==> src/rtl/spike_motor_decoder_if.sv <==
// -----------------------------------------------------------------------------
// spike_motor_decoder_if
//
// Signal bundle between the spiking network and the spike rate decoder / PWM
// motor driver.
//
//   master : network side. Drives en and spike_in, observes the motor outputs.
//   slave  : decoder side. Consumes en and spike_in, drives the motor outputs.
//
// Signals
//   en          global enable shared with the network
//   spike_in    [0] = Left output neuron, [1] = Right output neuron
//   duty_l/r    shadow duty cycles written once per counting window
//   pwm_l/r     motor PWM outputs
//   turn_cmd    00 straight, 01 left, 10 right
//   window_done one-cycle pulse when duty_l, duty_r and turn_cmd update
// -----------------------------------------------------------------------------
interface spike_motor_decoder_if #(
    parameter int PWM_W = 8
) ();
    logic             en;
    logic [1:0]       spike_in;
    logic [PWM_W-1:0] duty_l;
    logic [PWM_W-1:0] duty_r;
    logic             pwm_l;
    logic             pwm_r;
    logic [1:0]       turn_cmd;
    logic             window_done;

    modport master (
        output en,
        output spike_in,
        input  duty_l,
        input  duty_r,
        input  pwm_l,
        input  pwm_r,
        input  turn_cmd,
        input  window_done
    );

    modport slave (
        input  en,
        input  spike_in,
        output duty_l,
        output duty_r,
        output pwm_l,
        output pwm_r,
        output turn_cmd,
        output window_done
    );
endinterface

==> src/rtl/spike_motor_decoder.sv <==
// -----------------------------------------------------------------------------
// spike_motor_decoder
//
// Counts Left/Right output spikes over a window of WINDOW enabled cycles. It
// turns the rate difference into differential motor duties around BASE_DUTY and
// drives two PWM outputs. Those outputs only pick up a new duty at a PWM period
// boundary, so a period is never cut short or stretched by an update.
//
// Ports
//   clk        system clock, rising edge
//   rst        asynchronous, active-low reset; clears every register
//   bus.slave  en, spike_in in; duty_l, duty_r, pwm_l, pwm_r, turn_cmd,
//              window_done out (see spike_motor_decoder_if)
//
// Flow
//   COUNT : window counter and spike counters run while en=1. At end of window
//           the closing counts (including that cycle's spikes) are latched as
//           rates and the counters restart from zero.
//   CALC  : one enabled cycle later the duties and turn command are computed
//           from the latched rates and written. window_done pulses with them.
//   Spike counting keeps running in CALC; CALC only reads the latched rates.
// -----------------------------------------------------------------------------
module spike_motor_decoder #(
    parameter int WINDOW    = 1024,
    parameter int CNT_W     = 10,
    parameter int PWM_W     = 8,
    parameter int BASE_DUTY = 128,
    parameter int SHIFT     = 2,
    parameter int DEADBAND  = 2
) (
    input  logic                 clk,
    input  logic                 rst,
    spike_motor_decoder_if.slave bus
);

    localparam int WC_W = (WINDOW > 1) ? $clog2(WINDOW) : 1;
    // Rate difference scaled by the gain, with headroom for the sign and shift.
    localparam int DW   = CNT_W + SHIFT + 2;
    // Duty sum width: must hold BASE_DUTY +/- the scaled difference without wrap.
    localparam int SW   = ((DW > PWM_W + 1) ? DW : PWM_W + 1) + 1;

    localparam logic [WC_W-1:0]      WC_LAST    = WC_W'(WINDOW - 1);
    localparam logic [CNT_W-1:0]     CNT_MAX    = {CNT_W{1'b1}};
    localparam logic [PWM_W-1:0]     PCNT_LAST  = {PWM_W{1'b1}};
    localparam logic signed [SW-1:0] BASE_S     = SW'(BASE_DUTY);
    localparam logic signed [SW-1:0] DUTY_MAX_S = SW'((1 << PWM_W) - 1);
    localparam logic signed [DW-1:0] DB_S       = DW'(DEADBAND);

    typedef enum logic [0:0] {
        S_COUNT = 1'b0,
        S_CALC  = 1'b1
    } state_t;

    // Saturating increment of a spike counter.
    function automatic logic [CNT_W-1:0] sat_inc(input logic [CNT_W-1:0] c,
                                                 input logic             inc);
        logic [CNT_W-1:0] r;
        r = c;
        if (inc && (c != CNT_MAX)) begin
            r = c + CNT_W'(1);
        end
        return r;
    endfunction

    // Clamp a signed duty sum into 0 .. 2^PWM_W-1.
    function automatic logic [PWM_W-1:0] clamp_duty(input logic signed [SW-1:0] v);
        logic [PWM_W-1:0] r;
        if (v[SW-1]) begin
            r = '0;
        end else if (v > DUTY_MAX_S) begin
            r = '1;
        end else begin
            r = v[PWM_W-1:0];
        end
        return r;
    endfunction

    // Turn command from diff_rl = rate_r - rate_l; inside the deadband is straight.
    function automatic logic [1:0] turn_of(input logic signed [DW-1:0] diff_rl);
        logic [1:0] r;
        if (-diff_rl >= DB_S) begin
            r = 2'b01;
        end else if (diff_rl >= DB_S) begin
            r = 2'b10;
        end else begin
            r = 2'b00;
        end
        return r;
    endfunction

    state_t           state;
    logic [WC_W-1:0]  wcnt_p0;
    logic [CNT_W-1:0] cnt_l_p0;
    logic [CNT_W-1:0] cnt_r_p0;
    logic [CNT_W-1:0] rate_l_p1;
    logic [CNT_W-1:0] rate_r_p1;
    logic [PWM_W-1:0] duty_l_p2;
    logic [PWM_W-1:0] duty_r_p2;
    logic [1:0]       turn_p2;
    logic             vld_p2;
    logic [PWM_W-1:0] pcnt;
    logic [PWM_W-1:0] act_l;
    logic [PWM_W-1:0] act_r;
    logic             pwm_l_q;
    logic             pwm_r_q;

    logic                 eow;
    logic                 calc_go;
    logic signed [DW-1:0] rate_l_s;
    logic signed [DW-1:0] rate_r_s;
    logic signed [DW-1:0] diff_rl;
    logic signed [DW-1:0] d;
    logic signed [SW-1:0] d_ext;
    logic signed [SW-1:0] sum_l;
    logic signed [SW-1:0] sum_r;
    logic [PWM_W-1:0]     duty_l_nxt;
    logic [PWM_W-1:0]     duty_r_nxt;

    assign eow     = bus.en && (wcnt_p0 == WC_LAST);
    assign calc_go = bus.en && (state == S_CALC);

    assign rate_l_s = $signed({{(DW - CNT_W){1'b0}}, rate_l_p1});
    assign rate_r_s = $signed({{(DW - CNT_W){1'b0}}, rate_r_p1});
    assign diff_rl  = rate_r_s - rate_l_s;
    assign d        = diff_rl <<< SHIFT;
    assign d_ext    = {{(SW - DW){d[DW-1]}}, d};
    assign sum_l    = BASE_S + d_ext;
    assign sum_r    = BASE_S - d_ext;

    // Next shadow duty. The PWM reload below uses this value too, so a write
    // landing on the period-end cycle is taken by the very next period.
    always_comb begin
        duty_l_nxt = duty_l_p2;
        duty_r_nxt = duty_r_p2;
        if (calc_go) begin
            duty_l_nxt = clamp_duty(sum_l);
            duty_r_nxt = clamp_duty(sum_r);
        end
    end

    always_ff @(posedge clk or negedge rst) begin
        if (!rst) begin
            state     <= S_COUNT;
            wcnt_p0   <= '0;
            cnt_l_p0  <= '0;
            cnt_r_p0  <= '0;
            rate_l_p1 <= '0;
            rate_r_p1 <= '0;
            duty_l_p2 <= '0;
            duty_r_p2 <= '0;
            turn_p2   <= 2'b00;
            vld_p2    <= 1'b0;
            pcnt      <= '0;
            act_l     <= '0;
            act_r     <= '0;
            pwm_l_q   <= 1'b0;
            pwm_r_q   <= 1'b0;
        end else begin
            vld_p2 <= 1'b0;
            if (bus.en) begin
                pcnt <= pcnt + PWM_W'(1);

                // p0 -> p1: window count, spike count, rate latch at end of window
                if (eow) begin
                    wcnt_p0   <= '0;
                    cnt_l_p0  <= '0;
                    cnt_r_p0  <= '0;
                    rate_l_p1 <= sat_inc(cnt_l_p0, bus.spike_in[0]);
                    rate_r_p1 <= sat_inc(cnt_r_p0, bus.spike_in[1]);
                end else begin
                    wcnt_p0  <= wcnt_p0 + WC_W'(1);
                    cnt_l_p0 <= sat_inc(cnt_l_p0, bus.spike_in[0]);
                    cnt_r_p0 <= sat_inc(cnt_r_p0, bus.spike_in[1]);
                end

                // p1 -> p2: duty / turn computation in CALC
                case (state)
                    S_COUNT: begin
                        if (eow) begin
                            state <= S_CALC;
                        end
                    end
                    S_CALC: begin
                        state   <= S_COUNT;
                        vld_p2  <= 1'b1;
                        turn_p2 <= turn_of(diff_rl);
                    end
                    default: state <= S_COUNT;
                endcase
            end

            duty_l_p2 <= duty_l_nxt;
            duty_r_p2 <= duty_r_nxt;

            // p2 -> PWM: active duty reloads only at the last count of a period
            if (pcnt == PCNT_LAST) begin
                act_l <= duty_l_nxt;
                act_r <= duty_r_nxt;
            end
            pwm_l_q <= bus.en && (pcnt < act_l);
            pwm_r_q <= bus.en && (pcnt < act_r);
        end
    end

    assign bus.duty_l      = duty_l_p2;
    assign bus.duty_r      = duty_r_p2;
    assign bus.turn_cmd    = turn_p2;
    assign bus.window_done = vld_p2;
    assign bus.pwm_l       = pwm_l_q;
    assign bus.pwm_r       = pwm_r_q;

endmodule

==> src/flat_wrapper.sv <==
// flat-port wrapper written by rule: the top's interface ports become plain ports
module spike_motor_decoder_flat 
#(
    parameter int WINDOW    = 1024,
    parameter int CNT_W     = 10,
    parameter int PWM_W     = 8,
    parameter int BASE_DUTY = 128,
    parameter int SHIFT     = 2,
    parameter int DEADBAND  = 2
)
  (clk, rst, bus_en, bus_spike_in, bus_duty_l, bus_duty_r, bus_pwm_l, bus_pwm_r, bus_turn_cmd, bus_window_done);
  spike_motor_decoder_if #(.PWM_W(PWM_W)) bus_i ();
  input  logic clk;
  input  logic rst;
  input wire logic [$bits(bus_i.en)-1:0] bus_en;
  input wire logic [$bits(bus_i.spike_in)-1:0] bus_spike_in;
  output wire logic [$bits(bus_i.duty_l)-1:0] bus_duty_l;
  output wire logic [$bits(bus_i.duty_r)-1:0] bus_duty_r;
  output wire logic [$bits(bus_i.pwm_l)-1:0] bus_pwm_l;
  output wire logic [$bits(bus_i.pwm_r)-1:0] bus_pwm_r;
  output wire logic [$bits(bus_i.turn_cmd)-1:0] bus_turn_cmd;
  output wire logic [$bits(bus_i.window_done)-1:0] bus_window_done;
  assign bus_i.en = bus_en;
  assign bus_i.spike_in = bus_spike_in;
  assign bus_duty_l = bus_i.duty_l;
  assign bus_duty_r = bus_i.duty_r;
  assign bus_pwm_l = bus_i.pwm_l;
  assign bus_pwm_r = bus_i.pwm_r;
  assign bus_turn_cmd = bus_i.turn_cmd;
  assign bus_window_done = bus_i.window_done;
  spike_motor_decoder #(.WINDOW(WINDOW), .CNT_W(CNT_W), .PWM_W(PWM_W), .BASE_DUTY(BASE_DUTY), .SHIFT(SHIFT), .DEADBAND(DEADBAND)) u_core (.clk(clk), .rst(rst), .bus(bus_i));
endmodule
==> config.mk <==
export PLATFORM = sky130hd
export DESIGN_NAME = spike_motor_decoder_flat
export DESIGN_NICKNAME = d
export VERILOG_FILES = /design/src/rtl/spike_motor_decoder_if.sv /design/src/rtl/spike_motor_decoder.sv /design/src/flat_wrapper.sv
export SDC_FILE = /design/constraint.sdc
export NUM_CORES = 1
export LEC_CHECK = 0
export ABC_AREA = 1
export ABC_CLOCK_PERIOD_IN_PS = 4680
export CAP_MARGIN = 20
export CORE_MARGIN = 3
export CORE_UTILIZATION = 45
export CTS_CLUSTER_DIAMETER = 30
export DETAILED_ROUTE_END_ITERATION = 10
export PLACE_DENSITY_LB_ADDON = 0.05
export REMOVE_ABC_BUFFERS = 1
export SETUP_SLACK_MARGIN = 0.15
export SYNTH_ARGS = -nofsm -noshare
export SYNTH_HDL_FRONTEND = slang
export SYNTH_SLANG_ARGS = --single-unit
==> constraint.sdc <==
create_clock -name clk -period 4.68 [get_ports clk]
set_clock_uncertainty 0.2 [all_clocks]
set_input_delay 0.936 -clock clk [delete_from_list [all_inputs] [get_ports clk]]
set_output_delay 0.936 -clock clk [all_outputs]
set_load 0.02 [all_outputs]
Yosys cells after proc, flatten, opt, wreduce, memory -nomap -nowiden
Cells that the tools add are included.
{ "totals": {"romBits": 0, "ram_bits": 0, "n_memories": 0, "ff_bits": 96, "inputBits": 5, "elab_cells": 59, "latch_bits": 0} }
{ "classes": {"n_bitwise": 1, "addsub": 8, "reduce_logical": 8, "n_lt_le_gt_ge": 6, "n_mul": 0, "shifts": 0, "n_eq_ne": 4, "n_mux": 17, "div_mod_pow": 0} }
{ "ops": {"columns": ["operator", "n"], "rows": [
  ["$mux 10", 5],
  ["$mux 8", 6],
  ["$add 10x1->10 const B", 3],
  ["$gt 15x9->1 const B", 2],
  ["$ne 10x10->1 const B", 2],
  ["$lt 8x8->1", 2],
  ["$add 9x13->14 const A", 1],
  ["$ge 14x3->1 const B", 1],
  ["$neg 11->14", 1],
  ["$sub 9x13->14 const A", 1],
  ["$ge 11x3->1 const B", 1],
  ["$sub 10x10->11", 1],
  ["$eq 10x10->1 const B", 1],
  ["$add 8x1->8 const B", 1],
  ["$eq 8x8->1 const B", 1],
  ["$logic_and 1x1->1", 6],
  ["$mux 2", 2],
  ["$reduce_and 2->1", 2],
  ["$mux 1", 3],
  ["$pmux 1 s2", 1],
  ["$not 1->1", 1]
]} }

Longest topological paths before layout
{ "logic_depth": {"ltp_word": 6, "ltp_mapped": 24, "depth_no_buf": 24} }

Worst setup path after synthesis
No wires, ideal clock.
{ "synth_path": {"kind": "flip-flop to flip-flop", "from": "reg u_core.rate_r_p1[0]", "to": "reg u_core.act_r[7]", "synth_period_minus_slack_ps": 3313, "arrival_ps": 2980, "setup_ps": 133, "n_path_buf": 0, "path_slack_ps": 1367, "stages_incl_launch_ff": 23, "path_cell_list": "dfrtp_1 > inv_1 > ha_1 > fa_1 > inv_1 > nand3_1 > nand2_2 > nand2_1 > nand3_1 > nand2_2 > inv_1 > ha_1 > inv_1 > nand2_1 > o21ai_0 > a21oi_1 > nand4_1 > ha_1 > nand3_1 > nand3_2 > nand2_2 > nand2_1 > o21ai_0"} }
{ "synth_via": {"elab_chain_cells": 6} }
{ "synth_rtl": {"columns": ["item", "line_no", "source"], "rows": [
  ["start: declaration", "spike_motor_decoder.sv:96", "logic [CNT_W-1:0] rate_r_p1;"],
  ["start signal: assignment", "spike_motor_decoder.sv:169", "rate_r_p1 <= sat_inc(cnt_r_p0, bus.spike_in[1]);"],
  ["$sub 10x10->11 (*)", "spike_motor_decoder.sv:124", "assign diff_rl = rate_r_s - rate_l_s;"],
  ["$sub 9x13->14 (*)", "spike_motor_decoder.sv:128", "assign sum_r = BASE_S - d_ext;"],
  ["$gt 15x9->1", "spike_motor_decoder.sv:70", "end else if (v > DUTY_MAX_S) begin"],
  ["$mux 8", "spike_motor_decoder.sv:70", null],
  ["$mux 8 (*)", "spike_motor_decoder.sv:68", "if (v[SW-1]) begin"],
  ["$mux 8 (*)", "spike_motor_decoder.sv:135", "if (calc_go) begin"],
  ["via u_core.duty_r_nxt[7]", "spike_motor_decoder.sv:117", "logic [PWM_W-1:0] duty_r_nxt;"],
  ["end signal: assignment", "spike_motor_decoder.sv:198", "act_r <= duty_r_nxt;"],
  ["end: declaration", "spike_motor_decoder.sv:103", "logic [PWM_W-1:0] act_r;"]
]} }
Mark *: on every way through the listed nets, which the timed path passes. The rest lies on a longest branch.
A chain may end at the register's enable or synchronous reset.

Worst setup path after layout
Same ends and word-level chain as after synthesis.

==> flow_metrics.py <==
metrics = {
    "outcome": {
        "outcome": "complete, no violations",
    },
    "power": {
        "power_density_nw_per_um2": 352,
        "power_leakage_nw": 3.39,
        "peakVddDrop_mv": 0.282,
    },
    "cts": {
        "cts_setup_buffers": 0,
        "cts_inserted_buffers": 9,
        "cts.sinks": 96,
        "clk_pin_slew_ps": 60,
        "htree_levels": 3,
        "cts_resized": 0,
        "ctsLongestPathBuffers": 2,
        "cts_root_buf": "clkbuf_16",
        "cts_tree": "yes",
        "cts_hold_buf": 0,
        "clk_latency_ps": 350,
    },
    "sta": {
        "max_freq_mhz": 271,
        "finalHoldViolCount": 0,
        "setup_tns_ps": 0,
        "maxSlewViolCount": 0,
        "slew_headroom": 0.421,
        "grt_setup_unrepaired": "false",
        "period_needed_ps": 3690,
        "setup_slack_ps": 986,
        "worst_slew_pin_slew_ps": 865,
        "finalCritPeriodShare": 0.789,
        "setup_viol": 0,
    },
    "route": {
        "wl_per_cell_um": 13.5,
        "totalWireLength_mm": 12.9,
        "drt-initial-drc-count": 237,
        "ant_nets": 0,
        "vias": 4748,
        "drc_errors": 0,
        "drt_pass1_iterations": 5,
        "routed_via_density": 4.97,
    },
    "final_layout": {
        "layout_commonest_cell": "nand2_1",
        "regArea_um2": 2400,
        "layoutNonFillerInstCount": 956,
        "mostFrequentLayoutCells": "204 x nand2_1, 110 x inv_1, 96 x dfrtp_1",
        "syn_to_final_growth_pct": 12.9,
        "diodes": 0,
        "final_util": 0.533,
        "drive_above_1_share": 0.0914,
        "n_fill_cell": 1206,
        "multiInputGateArea_um2": 2930,
        "nets": 825,
    },
    "floorplanning": {
        "die_x_um": 120,
        "die-height_um": 120,
        "initial_utilization": 0.472,
        "design.core.area_um2": 12400,
        "boundaryPins": 26,
        "die-area_um2": 14400,
        "rows": 40,
    },
    "worst_setup_path": {
        "path_max_fanout": 6,
        "cpPeakStageDelay_ps": 410,
        "critPathRequiredTime_ps": 4680,
        "setup.worst_path.class": "reg -> reg",
        "start_kind": "register",
        "critPathSlowestCell": "ha_1",
        "cpMostUsedCell": "inv_1",
        "end_kind": "register",
        "path_cells": "inv_1 > ha_1 > fa_1 > inv_1 > nand3_1 > nand2_2 > nand2_1 > nand3_1 > nand2_2 > inv_1 > ha_1 > inv_1 > nand2_1 > o21ai_0 > a21oi_1 > nand4_1 > ha_1 > nand3_1 > nand3_2 > nand2_2 > nand2_1 > o21ai_0",
        "crit_arrival_ps": 3700,
    },
    "yosys": {
        "ys_seq_area_frac": 0.412,
        "synth.avg_cell_area_um2": 7.74,
        "synth-seq-cells": 96,
        "synth_area_um2": 5830,
        "ys_warn_count": 0,
        "synthCells": 753,
        "synth_cell_types": 40,
    },
    "grt": {
        "antenna_found_initial": 0,
        "grt_usage": 0.189,
        "grt_first_pass_wirelength_mm": 21.9,
        "grt_pass1_vias": 4494,
        "overflow": 0,
        "grt_start_max_net_pins": 41,
    },
    "placement": {
        "io_buffers": 25,
        "place_ws_ps": 1000,
        "place_inst": 940,
        "dp_hpwl_mm": 9.96,
        "place.gp.congestion": 0.941,
    },
    "hold_path": {
        "hp-class": "reg -> reg",
    },
    "flow_run": {
        "max-cap-violations": 0,
    },
}
## cell type report
type                       count  share of cell area
multi-input combinational    524               0.444
sequential                    96               0.365
clock buffer                  13              0.0395
clock inverter                 3             0.00608
inverter                     122              0.0699
timing repair buffer          30              0.0433
tap                          168              0.0319
## report_power, final
group | internal (mW) | total (mW) | switching (mW)
logic | 0.193 | 0.500 | 0.308
clock network | 0.442 | 0.738 | 0.296
registers | 0.953 | 1.08 | 0.123
total | 1.59 | 2.31 | 0.727
## synthesized netlist by cell type, drive strengths merged
cell type	count	area share
nand2	232	0.17
inv	119	0.077
dfrtp	96	0.41
o21ai	64	0.059
nor2	44	0.031
ha	36	0.077
nand3	34	0.031
xor2	28	0.042
a21oi	23	0.020
nor3	15	0.015
o22ai	12	0.013
nand4	11	0.012
clkbuf	7	0.0045
o211ai	5	0.0064
buf	4	0.0030
a21boi	3	0.0039
clkinv	3	0.0019
nor4	3	0.0032
a22oi	2	0.0026
a31oi	2	0.0021
and3	2	0.0021
o31ai	2	0.0049
xnor2	2	0.0030
and3b	1	0.0015
fa	1	0.0034
nand3b	1	0.0019
o21a	1	0.0013
## registers in the layout (all words and copies together), names as in the netlist, 2 cells and up
name / flops
u_core.rate_l_p1: 10
u_core.bus.duty_l: 8
u_core.bus.turn_cmd: 2
u_core.wcnt_p0: 10
u_core.act_l: 8
u_core.pcnt: 8
u_core.cnt_l_p0: 10
u_core.act_r: 8
u_core.bus.duty_r: 8
u_core.cnt_r_p0: 10
u_core.rate_r_p1: 10
## metal layers
| metal | track usage | wire length [um] | up-vias | share of wire |
|---|---|---|---|---|
| met5 | 0 | 0 | - | 0 |
| met4 | 0.0487 | 117 | 0 | 0.0091 |
| met3 | 0.0457 | 406 | 8 | 0.031 |
| met2 | 0.318 | 6350 | 73 | 0.49 |
| met1 | 0.244 | 6050 | 2199 | 0.47 |
| li1 | - | - | 2468 | - |
## critical path, delay by kind of cell (launching register included)
kind            cells  cell delay (ps)
flops               1              350
fa+ha+maj           4             1250
compound gates      3              290
simple gates       11             1040
buf+inv             4              420
## through the flow
stage / hold slack, ps / area (um2) / total power [mW]
floorplan: 253 / 5790 / 1.42
global placement: 271 / 6280 / 1.57
detailed placement: 274 / 6280 / 1.59
CTS: 293 / 6580 / 2.34
global route: 317 / 6580 / 2.47
finish: 292 / 6580 / 2.31
## logic make-up after synthesis
kind of cell	synth area share
simple gates	0.263
buf+inv	0.0865
compound gates	0.113
flops	0.412
fa+ha+maj	0.0807
xor+xnor	0.0451
## final timing paths
check	slack, ps	cells past startpoint	end	from
max reg2reg	990	22	u_core.act_r[7]$_DFFE_PN0N_	u_core.rate_r_p1[0]$_DFFE_PN0P_
min reg2reg	290	1	u_core.state$_DFFE_PN0P_	u_core.state$_DFFE_PN0P_
max	990	22	u_core.act_r[7]$_DFFE_PN0N_	u_core.rate_r_p1[0]$_DFFE_PN0P_
min	290	1	u_core.state$_DFFE_PN0P_	u_core.state$_DFFE_PN0P_
max in group asynchronous	3090	2	u_core.rate_r_p1[6]$_DFFE_PN0P_	rst
min in group asynchronous	350	1	u_core.bus.turn_cmd[1]$_DFFE_PN0P_	rst
(Power assumes the default switching activity.)
